File: config.mk
export PLATFORM = sky130hd
export DESIGN_NAME = dcount_ctrl
export DESIGN_NICKNAME = d
export VERILOG_FILES = /design/src/rtl/dcount_ctrl.sv
export SDC_FILE = /design/constraint.sdc
export NUM_CORES = 1
export LEC_CHECK = 0
export BUFFER_PORTS_ARGS = -buffer_cell sky130_fd_sc_hd__buf_4
export CAP_MARGIN = 0
export CORE_MARGIN = 2
export CORE_UTILIZATION = 30
export DETAILED_ROUTE_END_ITERATION = 8
export PLACE_DENSITY = 0.57
export SYNTH_ARGS = -nofsm -noshare
export SYNTH_HDL_FRONTEND = slang
export SYNTH_SLANG_ARGS = --single-unit
File: constraint.sdc
create_clock -name clk -period 2.55 [get_ports clk]
set_input_delay 0 -clock clk [delete_from_list [all_inputs] [get_ports clk]]
set_output_delay 0 -clock clk [all_outputs]
set_load 0.03 [all_outputs]
File: src/rtl/dcount_ctrl.sv
// Two-requester arbitrated down-counter: grants the shared counter, loads, counts down by STEP, pulses done.
// Optional macro DCOUNT_CTRL_PAUSE_EN adds a pause input that freezes counting.
module dcount_ctrl #(
  parameter int W    = 8,
  parameter int STEP = 5
) (
  input  logic         clk,
  input  logic         rst_b,
  input  logic         req0,
  input  logic         req1,
  input  logic [W-1:0] val0,
  input  logic [W-1:0] val1,
`ifdef DCOUNT_CTRL_PAUSE_EN
  input  logic         pause,
`endif
  output logic         gnt0,
  output logic         gnt1,
  output logic         busy,
  output logic         done,
  output logic         done_id,
  output logic [W-1:0] q
);

  typedef enum logic [1:0] {
    IDLE  = 2'd0,
    LOAD  = 2'd1,
    COUNT = 2'd2,
    DONE  = 2'd3
  } state_t;

  localparam logic [W-1:0] STEP_C = W'(STEP);

  state_t       state_r, state_s;
  logic         owner_r, owner_s;
  logic         last_r, last_s;
  logic [W-1:0] q_r, q_s;
  logic         owner_req_s;
  logic         stall_s;
  logic         gnt0_r, gnt1_r, busy_r, done_r, done_id_r;
  logic         gnt0_s, gnt1_s, busy_s, done_s, done_id_s;

`ifdef DCOUNT_CTRL_PAUSE_EN
  assign stall_s = pause;
`else
  assign stall_s = 1'b0;
`endif

  // Next-state, counter and arbitration logic; outputs are precomputed for the output registers.
  always_comb begin
    state_s     = state_r;
    owner_s     = owner_r;
    last_s      = last_r;
    q_s         = q_r;
    owner_req_s = owner_r ? req1 : req0;
    case (state_r)
      IDLE: begin
        if (req0 && req1) begin
          owner_s = ~last_r;
          state_s = LOAD;
        end else if (req0) begin
          owner_s = 1'b0;
          state_s = LOAD;
        end else if (req1) begin
          owner_s = 1'b1;
          state_s = LOAD;
        end else begin
          state_s = IDLE;
        end
      end
      LOAD: begin
        if (!owner_req_s) begin
          state_s = IDLE;
          last_s  = owner_r;
        end else begin
          q_s     = owner_r ? val1 : val0;
          state_s = COUNT;
        end
      end
      COUNT: begin
        // Abort takes priority over pause so a paused owner can still withdraw.
        if (!owner_req_s) begin
          state_s = IDLE;
          last_s  = owner_r;
        end else if (stall_s) begin
          state_s = COUNT;
        end else if (q_r >= STEP_C) begin
          q_s = q_r - STEP_C;
        end else begin
          state_s = DONE;
        end
      end
      DONE: begin
        state_s = IDLE;
        last_s  = owner_r;
      end
      default: begin
        state_s = IDLE;
      end
    endcase

    busy_s    = (state_s != IDLE);
    gnt0_s    = busy_s && !owner_s;
    gnt1_s    = busy_s && owner_s;
    done_s    = (state_s == DONE);
    if (done_s) begin
      done_id_s = owner_s;
    end else begin
      done_id_s = 1'b0;
    end
  end

  // State, counter and registered outputs; reset leaves requester 0 winning the first tie.
  always_ff @(posedge clk or negedge rst_b) begin
    if (!rst_b) begin
      state_r   <= IDLE;
      owner_r   <= 1'b0;
      last_r    <= 1'b1;
      q_r       <= '0;
      gnt0_r    <= 1'b0;
      gnt1_r    <= 1'b0;
      busy_r    <= 1'b0;
      done_r    <= 1'b0;
      done_id_r <= 1'b0;
    end else begin
      state_r   <= state_s;
      owner_r   <= owner_s;
      last_r    <= last_s;
      q_r       <= q_s;
      gnt0_r    <= gnt0_s;
      gnt1_r    <= gnt1_s;
      busy_r    <= busy_s;
      done_r    <= done_s;
      done_id_r <= done_id_s;
    end
  end

  assign gnt0    = gnt0_r;
  assign gnt1    = gnt1_r;
  assign busy    = busy_r;
  assign done    = done_r;
  assign done_id = done_id_r;
  assign q       = q_r;

endmodule

==> results of run 1 <==
## cells by family after synthesis
kind of cell	count (synthesis)	synth area share (%)
flip-flops	17	37.2
AO/OA/AOI/OAI	41	26.6
AND/OR/NAND/NOR	36	15.4
buffers and inverters	15	5.13
adder cells (fa/ha/maj)	7	7.63
multiplexers	9	8.07
## synth_stat cells (2+ instances only)
| library cell | count |
|---|---|
| nand2b_1 | 4 |
| dfrtp_1 | 16 |
| nor2_1 | 8 |
| nor3_1 | 6 |
| a31oi_1 | 3 |
| a2bb2oi_1 | 2 |
| inv_1 | 7 |
| o21ai_0 | 6 |
| mux2_2 | 2 |
| o21a_1 | 2 |
| buf_2 | 2 |
| a21oi_1 | 4 |
| a22o_1 | 3 |
| mux2i_1 | 7 |
| nand2_1 | 10 |
| clkbuf_1 | 6 |
| o21ai_1 | 3 |
| o31ai_1 | 2 |
| a211oi_1 | 2 |
| a21o_1 | 2 |
| nor2b_1 | 2 |
| ha_1 | 7 |
## sequential cells by signal, summed over array words and instances (netlist names)
| register | cells |
|---|---|
| last_r | 1 |
| state_r | 2 |
| q | 8 |
| busy | 1 |
| gnt1 | 1 |
| done_id | 1 |
| done | 1 |
| owner_r | 1 |
| gnt0 | 1 |
## layer usage
| metal | routed length, µm | track usage, % | vias to the layer above |
|---|---|---|---|
| met3 | 99 | 1.70 | 7 |
| met4 | 89 | 8.59 | 0 |
| met5 | 0 | 0 | - |
| met1 | 1320 | 19.4 | 471 |
| met2 | 1220 | 21.2 | 24 |
| li1 | - | - | 514 |
## worst max-delay path, cell delays in order (launching register included)
cell      delay [ns]
dfrtp_1         0.48
or4_4           0.55
a211oi_4        0.39
a21oi_2         0.17
a22o_1          0.23
## area by class of cell
cell class / instances / area, µm² / share of cell area, %
Clock inverter: 1 / 7.51 / 0.504
Tap cell: 48 / 60.1 / 4.03
Multi-Input combinational cell: 93 / 662 / 44.5
Sequential cell: 17 / 427 / 28.7
Inverter: 7 / 26.3 / 1.76
Timing Repair Buffer: 35 / 265 / 17.8
Clock buffer: 3 / 41.3 / 2.77
## stage by stage
step / total power, mW / cell area [µm²] / setup slack [ns] / hold WS, ns / utilization, %
2_1_floorplan: 1.19 / 1150 / 0.582 / -0.296 / -
3_3_place_gp: 1.46 / 1430 / 0.697 / -0.119 / 39.1
5_1_grt: 1.85 / 1490 / 0.539 / 0.0980 / 40.7
4_1_cts: 1.72 / 1490 / 0.620 / 0.0588 / 40.7
6_report: 1.70 / 1490 / 0.620 / 0.0529 / 40.7
3_5_place_dp: 1.49 / 1430 / 0.635 / -0.120 / 39.1
## what timing repair did
action                     CTS  global route
gates resized for setup      0             0
hold endpoints to repair    17             0
hold buffers                 1             0
setup endpoints to repair    0             0
## path summary, 6_finish.rpt
check                      depth (start not counted)  endpoint  slack [ns]  start
max                                                4      q[2]        0.62   q[4]
min                                                2   owner_r        0.05   req0
max reg2reg                                        4      q[2]        0.62   q[4]
min reg2reg                                        1      q[6]        0.56   q[6]
max in group asynchronous                          2    last_r        2.17  rst_b
min in group asynchronous                          2      q[1]        0.13  rst_b
## layout by cell type, fill, tap and decap left out, types with 4 or more instances in the layout
master,Yosys,layout
a21oi_1,4,4
buf_4,0,34
nand2b_1,4,4
nor2_1,8,8
nor3_1,6,6
inv_1,7,7
o21ai_0,6,6
dfrtp_1,16,16
ha_1,7,7
nand2_1,10,10
mux2i_1,7,7
## power breakdown
| group | leakage (nW) | internal, mW | switching [mW] | total [mW] |
|---|---|---|---|---|
| clock | 0.0217 | 0.111 | 0.113 | 0.223 |
| combinational | 0.478 | 0.401 | 0.553 | 0.954 |
| sequential | 0.211 | 0.381 | 0.144 | 0.525 |
==> out/results.tsv, run 1 <==
stage	metric	value	unit
outcome	status	finished, final reports clean	
pwr	Worst VDD drop	0.000271	V
layout	nets@finish	184	
global_route	first-pass GRT wire length	4660	µm
synth	Post-Synthesis Cells	125	
layout	layout cells sized above 1	28.8	%
clock_network	Clock Latency Late Sink	0.27	ns
critical_path	crit-path max FO	10	
sta	Final Max Tran Viols	0	
critical_path	Worst setup SP type	register	
sta	worst-margin pin slew	0.469	ns
synth	Yosys top cell area share	34.9	%
sta	post-route clock period utilization	75.7	%
placed_design	Inst Count DP	199	
sta	setup TNS	0	ns
synth	unique cell type count in the Yosys netlist	41	
layout	Synth-to-Final Area Change	29.8	%
synth	area leader, netlist	dfrtp_1	
global_route	vias in the first global route	987	
synth	Top FF cell, synth	dfrtp_1	
sta	final setup vio count	0	
critical_path	worst path required time	2.71	ns
sta	clk_skew	0.00278	ns
layout	FILL cells	382	
clock_network	Clock Tree Root	clkbuf_8	
placed_design	post-detailed-placement half-perimeter wirelength	2030	µm
synth	EDFF count, synth	0	
layout	fin cells	204	
die	placeable core area	3660	µm²
worst_hold_path	Hold/Removal Path Class	input port to register	
die	io pins	33	
job	max-cap violation count	0	
global_route	initial antenna violation count	0	
sta	crit path time final	1.93	ns
sta	Max Freq	518	MHz
sta	RSZ-0062 raised after global routing	false	
critical_path	Critical Path AT	2.09	ns
critical_path	Worst setup EP type	register	
die	row count	22	
die	Starting Density	31.3	%
clock_network	clock slew at reported path FFs	0.08	ns
placed_design	port bufs	32	
route	DR WL/cell	13.4	µm
global_route	total track usage	14.2	%
route	antenna viol nets, final	0	
route	Vias	1016	
die	die width	65.8	µm
global_route	largest net degree at the start of global routing	26	
clock_network	Post-CTS Setup Inserts	0	
route	Detailed Route Iter0 Violations	69	
clock_network	CTS sink cnt	17	
critical_path	worst setup path class	register to register	
layout	antenna diode count	0	
clock_network	Max Buffers Root-to-Sink	2	
pwr	Leak Pwr	0.711	nW
clock_network	htree depth	1	
die	die area	4330	µm²
synth	synth top area cells	dfrtp_1 35%, ha_1 7.6%, mux2i_1 6.1%, nand2_1 3.3%, nor3_1 2.6%	
route	First-pass DRT Iterations	4	
clock_network	CTS tree	built	
route	number of vias per cell	4.98	
synth	syn_nets	152	
sta	max_slew headroom	68.4	%
pwr	power per cell area	1140	nW/µm²
synth	ys async rst share	100	%
route	Post-Route WL	2720	µm
synth	Mapped Avg Cell Area	9.18	µm²
synth	sequential-to-total area share from yosys stat	37.2	%
sta	final hold vios	0	
clock_network	Inserted Clock Buffers	3	
placed_design	GPL Wtd Cong	0.836	
route	DRC	0	
synth	Yosys reg bits	17	
global_route	grt total ovfl	0	
synth	Mapped Area	1150	µm²
synth	Syn. warnings	0	
die	Die H	65.8	µm
(Power assumes the default switching activity.)
==> run 2: changes to the inputs <==
--- a/config.mk
+++ b/config.mk
@@ -5,6 +5,7 @@
 export SDC_FILE = /design/constraint.sdc
 export NUM_CORES = 1
 export LEC_CHECK = 0
+export ABC_AREA = 1
 export BUFFER_PORTS_ARGS = -buffer_cell sky130_fd_sc_hd__buf_4
 export CAP_MARGIN = 0
 export CORE_MARGIN = 2
==> constraint.sdc (replaced) <==
create_clock -name clk -period 2 [get_ports clk]
set_input_delay 0 -clock clk [delete_from_list [all_inputs] [get_ports clk]]
set_output_delay 0 -clock clk [all_outputs]
set_load 0.03 [all_outputs]
==> out/results.tsv, run 2 <==
stage	metric	value	unit	change
critical_path	crit-path max FO	4		was 10
layout	antenna diode count	0		unchanged
clock_network	Inserted Clock Buffers	3		unchanged
clock_network	clock slew at reported path FFs	0.07	ns	was 0.08 ns
sta	setup TNS	0	ns	unchanged
placed_design	post-detailed-placement half-perimeter wirelength	2190	µm	was 2030 µm
critical_path	critical-path cell list	inv_1 > ha_1 > nand2_1 > inv_1 > o21ai_0 > inv_1 > nand2_1 > inv_1		was or4_4 > a211oi_4 > a21oi_2 > a22o_1
die	Starting Density	31.1	%	was 31.3%
die	die area	4300	µm²	was 4330 µm²
global_route	largest net degree at the start of global routing	18		was 26
global_route	grt total ovfl	0		unchanged
sta	post-route clock period utilization	79.3	%	was 75.7%
critical_path	Worst setup EP type	register		unchanged
layout	Synth-to-Final Area Change	30.3	%	was 29.8%
critical_path	Critical Path AT	1.73	ns	was 2.09 ns
placed_design	DP Area	1430	µm²	about the same
placed_design	port bufs	32		unchanged
pwr	power per cell area	1520	nW/µm²	was 1140 nW/µm²
synth	synth top area cells	dfrtp_1 35%, nand2_1 10%, ha_1 7.7%, o21ai_0 5.7%, inv_1 5.6%		was dfrtp_1 35%, ha_1 7.6%, mux2i_1 6.1%, nand2_1 3.3%, nor3_1 2.6%
layout	max reg flops	8		unchanged
synth	syn_nets	174		was 152
global_route	total track usage	14.4	%	was 14.2%
job	max-cap violation count	0		unchanged
clock_network	Post-CTS Resized	0		unchanged
clock_network	Post-CTS Setup Inserts	0		unchanged
die	row count	22		unchanged
critical_path	worst setup path class	register to register		unchanged
synth	sequential-to-total area share from yosys stat	37.5	%	was 37.2%
synth	cell with the most instances after synthesis	nand2_1		was dfrtp_1
critical_path	Critical-path top delay cell	dfrtp_1		was or4_4
clock_network	htree depth	1		unchanged
sta	RSZ-0062 raised after global routing	false		unchanged
critical_path	CP max stage delay	0.41	ns	was 0.55 ns
layout	most frequent cells in the layout	33 x buf_4, 31 x nand2_1, 17 x inv_1		was 34 x buf_4, 16 x dfrtp_1, 10 x nand2_1
synth	EDFF count, synth	0		unchanged
layout	most common cell after layout, fill and taps aside	buf_4		unchanged
sta	final hold vios	0		unchanged
global_route	first-pass GRT wire length	4880	µm	was 4660 µm
layout	layout cells sized above 1	33.0	%	was 28.8%
clock_network	Clock Tree Root	clkbuf_8		unchanged
route	First-pass DRT Iterations	4		unchanged
outcome	status	finished, final reports clean		unchanged
clock_network	hold buffers post-CTS	1		unchanged
critical_path	cell mode on critical path	inv_1		
route	DRC	0		unchanged
worst_hold_path	Hold/Removal Path Class	input port to register		unchanged
sta	worst-margin pin slew	0.476	ns	was 0.469 ns
synth	Synth top cells by count	31 x nand2_1, 17 x inv_1, 16 x dfrtp_1		was 16 x dfrtp_1, 10 x nand2_1, 8 x nor2_1
synth	Mapped Avg Cell Area	7.75	µm²	was 9.18 µm²
synth	Syn. warnings	0		unchanged
layout	Design Area, Final	1480	µm²	was 1490 µm²
pwr	Worst VDD drop	0.000561	V	was 0.000271 V
global_route	initial antenna violation count	0		unchanged
die	io pins	33		unchanged
synth	unique cell type count in the Yosys netlist	26		was 41
sta	final setup vio count	0		unchanged
critical_path	worst path required time	2.15	ns	was 2.71 ns
route	DR WL/cell	12.3	µm	was 13.4 µm
route	number of vias per cell	4.64		was 4.98
synth	Mapped Area	1140	µm²	was 1150 µm²
clock_network	Max Buffers Root-to-Sink	2		unchanged
sta	max_slew headroom	67.9	%	was 68.4%
synth	Post-Synthesis Cells	147		was 125
synth	Top FF cell, synth	dfrtp_1		unchanged
route	Vias	1068		was 1016
sta	Final Max Tran Viols	0		unchanged
sta	clk_skew	0.00410	ns	was 0.00278 ns
route	antenna viol nets, final	0		unchanged
layout	nets@finish	210		was 184
critical_path	Worst setup SP type	register		unchanged
sta	Max Freq	630	MHz	was 518 MHz
synth	Yosys reg bits	17		unchanged
clock_network	Clock Latency Late Sink	0.25	ns	was 0.27 ns
route	Post-Route WL	2820	µm	was 2720 µm
die	die width	65.6	µm	was 65.8 µm
clock_network	CTS sink cnt	17		unchanged
synth	ys async rst share	100	%	unchanged
sta	crit path time final	1.59	ns	was 1.93 ns
pwr	Leak Pwr	0.785	nW	was 0.711 nW
synth	area leader, netlist	dfrtp_1		unchanged
synth	Yosys top cell area share	35.2	%	was 34.9%
die	placeable core area	3660	µm²	unchanged
sta	Hold Slack	0.102	ns	was 0.0529 ns
route	Detailed Route Iter0 Violations	58		was 69
die	Die H	65.6	µm	was 65.8 µm
global_route	vias in the first global route	1109		was 987
placed_design	GPL Wtd Cong	0.903		was 0.836
clock_network	CTS tree	built		unchanged
==> run 2: cell types whose count changed after synthesis, sizes merged, moves of 4 or more <==
cell / previous run / this run
nand2b: 4 / 0
nand3: 1 / 7
mux2i: 7 / 0
nor3: 6 / 0
nor2: 8 / 20
o21ai: 9 / 22
inv: 7 / 22
clkbuf: 6 / 0
nand2: 10 / 39
a21oi: 5 / 1
==> run 2: area by class of cell <==
cell class                      count  area, µm²
Clock buffer                        4       45.0
Timing Repair Buffer               34        258
Sequential cell                    17        427
Fill cell                         375       2180
Tap cell                           48       60.1
Inverter                           23       86.3
Multi-Input combinational cell    104        608
==> run 2: power by group <==
part	internal [mW]	switching, mW	leakage (nW)
clock network	0.141	0.116	0.0228
logic	0.469	0.842	0.550
registers	0.496	0.187	0.212
total	1.11	1.14	0.785
==> run 2: cells by family after synthesis <==
| kind of cell | share of synthesized area, % |
|---|---|
| compound gates | 14.7 |
| fa+ha+maj | 7.69 |
| buf+inv | 9.12 |
| flops | 37.5 |
| simple gates | 31.0 |
==> run 2: metrics by stage <==
stage / power [mW] / utilization, % / worst slack (ns) / cells
global route: 2.45 / 40.5 / 0.191 / 230
global placement: 1.99 / 39.0 / 0.494 / 225
floorplan: 1.60 / - / 0.380 / 147
finish: 2.25 / 40.5 / 0.413 / 230
detailed placement: 2.00 / 39.0 / 0.428 / 225
CTS: 2.27 / 40.5 / 0.395 / 230
==> run 2: layer usage <==
layer / vias to the layer above / GRT usage [%] / routed length (µm)
met5: - / 0 / 0
met4: 0 / 3.13 / 0
met3: 0 / 2.40 / 144
met2: 36 / 25.8 / 1370
met1: 496 / 18.0 / 1310
li1: 536 / - / -
==> run 2: worst max-delay path: cells and delay by family, from the launching register on <==
| family | cells | cell delay (ns) |
|---|---|---|
| buffers and inverters | 4 | 0.30 |
| adders and majority gates | 1 | 0.22 |
| DFF | 1 | 0.41 |
| and+or+nand+nor | 2 | 0.17 |
| AOI/OAI and AO/OA | 1 | 0.39 |
==> run 2: path summary, 6_finish.rpt <==
path,startpoint,endpoint,slack [ns],cells past startpoint
setup / recovery,state_r[1],gnt1,0.41,8
hold / removal,val1[3],q[3],0.10,5
setup reg to reg,state_r[1],gnt1,0.41,8
hold reg to reg,last_r,last_r,0.52,2
max in group asynchronous,rst_b,last_r,1.58,2
min in group asynchronous,rst_b,q[7],0.16,2
